===== src/rtl/lsu_pricol_pkg.sv =====
// Shared load/store encodings and the LSU state type.
// The LDST_* values must match what the main decoder drives on mem_size.
package lsu_pricol_pkg;

  localparam int XLEN = 32;

  localparam logic [2:0] LDST_B  = 3'd0;
  localparam logic [2:0] LDST_H  = 3'd1;
  localparam logic [2:0] LDST_W  = 3'd2;
  localparam logic [2:0] LDST_BU = 3'd4;
  localparam logic [2:0] LDST_HU = 3'd5;

  typedef enum logic {
    IDLE = 1'b0,
    BUSY = 1'b1
  } lsu_state_t;

  function automatic logic size_legal(input logic [2:0] size);
    return (size == LDST_B) || (size == LDST_H) || (size == LDST_W) ||
           (size == LDST_BU) || (size == LDST_HU);
  endfunction

endpackage


===== src/rtl/lsu_load_ext.sv =====
// Load data lane select and sign/zero extension.
// Purely combinational: picks the byte/halfword lane out of the memory word.
module lsu_load_ext
  import lsu_pricol_pkg::*;
(
  input  logic [2:0]      size,
  input  logic [1:0]      addr_lo,
  input  logic [XLEN-1:0] word,
  output logic [XLEN-1:0] rd
);

  logic [7:0]  byte_lane;
  logic [15:0] half_lane;

  always_comb begin
    byte_lane = word[{addr_lo, 3'b000} +: 8];
    half_lane = addr_lo[1] ? word[31:16] : word[15:0];
    case (size)
      LDST_B:  rd = {{24{byte_lane[7]}}, byte_lane};
      LDST_BU: rd = {24'b0, byte_lane};
      LDST_H:  rd = {{16{half_lane[15]}}, half_lane};
      LDST_HU: rd = {16'b0, half_lane};
      default: rd = word;
    endcase
  end

endmodule


===== src/rtl/lsu_pricol.sv =====
// Load/store unit: turns a decoded core access into a byte-enabled memory
// transaction, stalls the core until memory is ready, and extends load data.
module lsu_pricol
  import lsu_pricol_pkg::*;
#(
  parameter int DATA_W = XLEN
) (
  input  logic              clk_i,
  input  logic              rst_i,
  input  logic              core_req_i,
  input  logic              core_we_i,
  input  logic [2:0]        core_size_i,
  input  logic [DATA_W-1:0] core_addr_i,
  input  logic [DATA_W-1:0] core_wd_i,
  output logic [DATA_W-1:0] core_rd_o,
  output logic              core_stall_o,
  output logic              core_misalign_o,
  output logic              mem_req_o,
  output logic              mem_we_o,
  output logic [3:0]        mem_be_o,
  output logic [DATA_W-1:0] mem_addr_o,
  output logic [DATA_W-1:0] mem_wd_o,
  input  logic [DATA_W-1:0] mem_rd_i,
  input  logic              mem_ready_i,
  output lsu_state_t        dbg_state_o
);

  // Handshake: mem_req_o is a valid that stays high (with stable address,
  // data and enables) until the cycle mem_ready_i is seen in BUSY; that
  // cycle completes the transfer and releases core_stall_o.

  lsu_state_t  state_q, state_d;
  logic        bad_align;
  logic [3:0]  be;
  logic [31:0] wd_rep;
  logic [31:0] ext_rd;

  always_comb begin
    bad_align = 1'b0;
    if (!size_legal(core_size_i))
      bad_align = 1'b1;
    else if ((core_size_i == LDST_H || core_size_i == LDST_HU) && core_addr_i[0])
      bad_align = 1'b1;
    else if (core_size_i == LDST_W && core_addr_i[1:0] != 2'b00)
      bad_align = 1'b1;
  end

  assign core_misalign_o = core_req_i && bad_align;

  always_comb begin
    state_d      = state_q;
    mem_req_o    = 1'b0;
    core_stall_o = 1'b0;
    case (state_q)
      IDLE: begin
        if (core_req_i && !bad_align) begin
          mem_req_o    = 1'b1;
          core_stall_o = 1'b1;
          state_d      = BUSY;
        end
      end
      BUSY: begin
        // Ready completes the access; core inputs are assumed held until then.
        mem_req_o    = 1'b1;
        core_stall_o = !mem_ready_i;
        if (mem_ready_i) state_d = IDLE;
      end
      default: state_d = IDLE;
    endcase
  end

  always_ff @(posedge clk_i) begin
    if (rst_i) state_q <= IDLE;
    else       state_q <= state_d;
  end

  always_comb begin
    case (core_size_i)
      LDST_B, LDST_BU: be = 4'b0001 << core_addr_i[1:0];
      LDST_H, LDST_HU: be = 4'b0011 << {core_addr_i[1], 1'b0};
      LDST_W:          be = 4'b1111;
      default:         be = 4'b0000;
    endcase
    case (core_size_i)
      LDST_B, LDST_BU: wd_rep = {4{core_wd_i[7:0]}};
      LDST_H, LDST_HU: wd_rep = {2{core_wd_i[15:0]}};
      default:         wd_rep = core_wd_i;
    endcase
  end

  // Memory-side fields are quiet whenever no request is on the bus.
  assign mem_we_o   = mem_req_o && core_we_i;
  assign mem_be_o   = mem_req_o ? be : 4'b0000;
  assign mem_addr_o = mem_req_o ? core_addr_i : '0;
  assign mem_wd_o   = mem_req_o ? wd_rep : '0;

  lsu_load_ext u_load_ext (
    .size    (core_size_i),
    .addr_lo (core_addr_i[1:0]),
    .word    (mem_rd_i),
    .rd      (ext_rd)
  );

  assign core_rd_o   = (state_q == BUSY && mem_ready_i && !core_we_i) ? ext_rd : '0;
  assign dbg_state_o = state_q;

endmodule


===== config.mk =====
export PLATFORM = sky130hd
export DESIGN_NAME = lsu_pricol
export DESIGN_NICKNAME = d
export VERILOG_FILES = /design/src/rtl/lsu_pricol_pkg.sv /design/src/rtl/lsu_load_ext.sv /design/src/rtl/lsu_pricol.sv
export SDC_FILE = /design/constraint.sdc
export NUM_CORES = 1
export LEC_CHECK = 0
export CORE_MARGIN = 3
export CORE_UTILIZATION = 30
export DETAILED_ROUTE_END_ITERATION = 8
export PLACE_DENSITY_LB_ADDON = 0.15
export SYNTH_ARGS = -nofsm -noshare
export SYNTH_HDL_FRONTEND = slang
export SYNTH_SLANG_ARGS = --single-unit

===== constraint.sdc =====
create_clock -name clk_i -period 3.1 [get_ports clk_i]
set_input_delay 0.62 -clock clk_i [delete_from_list [all_inputs] [get_ports clk_i]]
set_output_delay 0.62 -clock clk_i [all_outputs]
set_load 0.03 [all_outputs]

==> metrics.txt <==
post-route standard cell area excluding fillers 0.00393 mm^2; result of the run completed; WP data required 2480 ps; Power per Cell Area 168 mW/mm^2; count of final max-slew check failures 0; Avg Vias per Cell between 4 and 5; number of routed nets with antenna violations 0; global routing usage on met2 0.442; startpoint-to-endpoint class of the critical path input port to output pin; summed negative setup slack over all endpoints 0 ps; largest cells by area after synthesis sky130_fd_sc_hd__nor2b_2, sky130_fd_sc_hd__mux2i_1, sky130_fd_sc_hd__nand2_1, sky130_fd_sc_hd__buf_6, sky130_fd_sc_hd__nor2_1; relative max-transition margin 0.719; timing-limited maximum frequency between 300 and 400 MHz; kind of end point of the critical path output pin; type of the worst min-delay path flop to flop; Setup crit start kind input port; clock latency on the worst-skew pair 0 ps; via count of the first global-routing pass 2584; std cell rows 27; post-synthesis cell area between 0.0015 and 0.002 mm^2; Placer Congestion just over 0.8; Initial Util 0.314; number of antenna violations at the first check in global routing 0; busiest layer in global routing met2; wire per inst around 15 um; sequential share of the synthesized area 0.0114; syn nets ~370; number of DRC markers after the initial detailed-route iteration 95; flip-flop count of the largest register, all copies and words added 1; first-pass GRT wire length roughly 13000 um; number of enable-type register cells in the synthesized netlist 0; RSZ-0062 raised after global routing no; Total Nets Final between 500 and 600; area of the die slightly below 0.007 mm^2; largest area contributor in the netlist sky130_fd_sc_hd__nor2b_2; maximum VDD drop approximately 0.12 mV; Yosys warning count 0; Crit path arrival time roughly 2300 ps; Synth-to-Final Area Change 124%; Tightest Pin Transition around 420 ps; x dimension of the die 82.4 um; standard cell area after detailed placement ~0.0038 mm^2; total of endpoints with negative setup slack in the final report 0; final count of hold timing violations 0; final routed DRC violation total 0; first drt pass iteration count 4; Port Buffer Count ~210; clock period minus worst slack ~3000 ps; share of cells above drive strength 1 0.401; maximum number of pins on one net before global-route repair 21; total number of vias between 2000 and 3000; area of the core region 0.00557 mm^2; Congestion Overflow GR 0; area share of the largest cell type after synthesis 0.150; worst setup skew after layout 0 ps; Setup Slack @ Placement -198 ps; DIE HEIGHT 82.4 um; largest fanout on the critical path 8; hpwl dp about 7300 um; leading register cell type out of synthesis sky130_fd_sc_hd__dfxtp_1; leakage power summed over all cells 1.86 nW; number of instances in the synthesized netlist between 200 and 300; Filler Cell Count slightly above 500; #FFs+latches synth 1; synthesized area per cell approximately 6.6 um^2; antenna cells 0; total routed wirelength around 8600 um; worst hold slack roughly 690 ps; async set-reset flop share out of synthesis 0; Yosys cell types 33; CTS clk-pin slew, worst paths 0 ps; portion of the clock cycle consumed by the worst path in the final layout 0.956; met3 layer usage reported by global route 0.0499; total I/O pin count ~210; number of max-cap violations 0; global routing usage on met1 0.276; global-route total usage across every layer 0.236; Worst Setup Slack, final around 140 ps
## worst max-delay path, stage by stage
cell                              delay (ps)
sky130_fd_sc_hd__clkdlybuf4s50_1         470
sky130_fd_sc_hd__nor4_4                  310
sky130_fd_sc_hd__o21ai_1                 110
sky130_fd_sc_hd__nor2b_4                 150
sky130_fd_sc_hd__buf_12                  140
sky130_fd_sc_hd__nor2_1                  120
sky130_fd_sc_hd__dlygate4sd2_1           410
## repair_timing
action | CTS | global route
gates resized for setup | 14 | 18
hold buffers | 0 | 0
pin swaps | 1 | 1
buffers inserted | 1 | 3
setup endpoints to repair | 36 | 52
## layout by cell type (no fill, tap or decap), drive strengths merged
| master | n |
|---|---|
| buf | 124 |
| clkdlybuf4s50 | 102 |
| nand2 | 55 |
| nor2b | 44 |
| nor2 | 35 |
| a21oi | 30 |
| mux2i | 20 |
| dlygate4sd2 | 12 |
| nand3 | 11 |
| o21ai | 9 |
| a22oi | 7 |
| a221o | 5 |
| or3 | 4 |
| nor3 | 4 |
| inv | 3 |
| o22ai | 3 |
| nand2b | 3 |
| mux4 | 2 |
| dlymetal6s2s | 2 |
| nand3b | 1 |
| o32ai | 1 |
| a21o | 1 |
| and3 | 1 |
| or2 | 1 |
| a2111oi | 1 |
| nor4 | 1 |
| nor3b | 1 |
| dfxtp | 1 |
## cells by family after synthesis
family                 after synthesis  share of synthesized area
buffers and inverters               26                      0.115
AOI/OAI and AO/OA                   57                      0.231
DFF                                  1                     0.0114
muxes                               22                      0.140
and+or+nand+nor                    161                      0.503
## routing by layer
layer	vias up	part of all wire
li1	1352	-
met1	1245	0.37
met2	130	0.50
met3	14	0.11
met4	0	0.016
met5	-	0
## report_power, final
part / total, mW / internal, mW / switching (mW)
combinational: 0.645 / 0.315 / 0.330
clock: 0 / 0 / 0
sequential: 0.0151 / 0.0139 / 0.00120
## synth_stat cells, drive strengths merged, types with 2 or more instances
| master | number |
|---|---|
| nand2 | 55 |
| nor2b | 44 |
| nor2 | 35 |
| a21oi | 30 |
| mux2i | 20 |
| buf | 19 |
| nand3 | 11 |
| o21ai | 9 |
| a22oi | 7 |
| a221o | 5 |
| clkbuf | 4 |
| nor3 | 4 |
| or3 | 4 |
| inv | 3 |
| nand2b | 3 |
| o22ai | 3 |
| mux4 | 2 |
## area by class of cell
| class | instances | area (um^2) | share of cell area |
|---|---|---|---|
| Timing Repair Buffer | 240 | 2200 | 0.561 |
| Inverter | 3 | 11.3 | 0.00287 |
| Sequential cell | 1 | 20.0 | 0.00510 |
| Tap cell | 72 | 90.1 | 0.0229 |
| Multi-Input combinational cell | 240 | 1600 | 0.409 |
## per-stage QoR
stage | total power, mW | std cells | util
3_5_place_dp | 0.654 | 552 | 0.684
4_1_cts | 0.648 | 553 | 0.686
3_3_place_gp | 0.646 | 552 | 0.684
2_1_floorplan | 0.348 | 267 | -
5_1_grt | 0.701 | 556 | 0.704
6_report | 0.660 | 556 | 0.704
## worst paths after layout
path | start | to | slack (ps) | cells past startpoint
max | core_size_i[2] | mem_wd_o[22] | 140 | 7
min | dbg_state_o$_SDFF_PP0_ | dbg_state_o$_SDFF_PP0_ | 690 | 2
max reg2reg | dbg_state_o$_SDFF_PP0_ | dbg_state_o$_SDFF_PP0_ | 2200 | 2
min reg2reg | dbg_state_o$_SDFF_PP0_ | dbg_state_o$_SDFF_PP0_ | 690 | 2
Power figures use the tool's default switching activity.
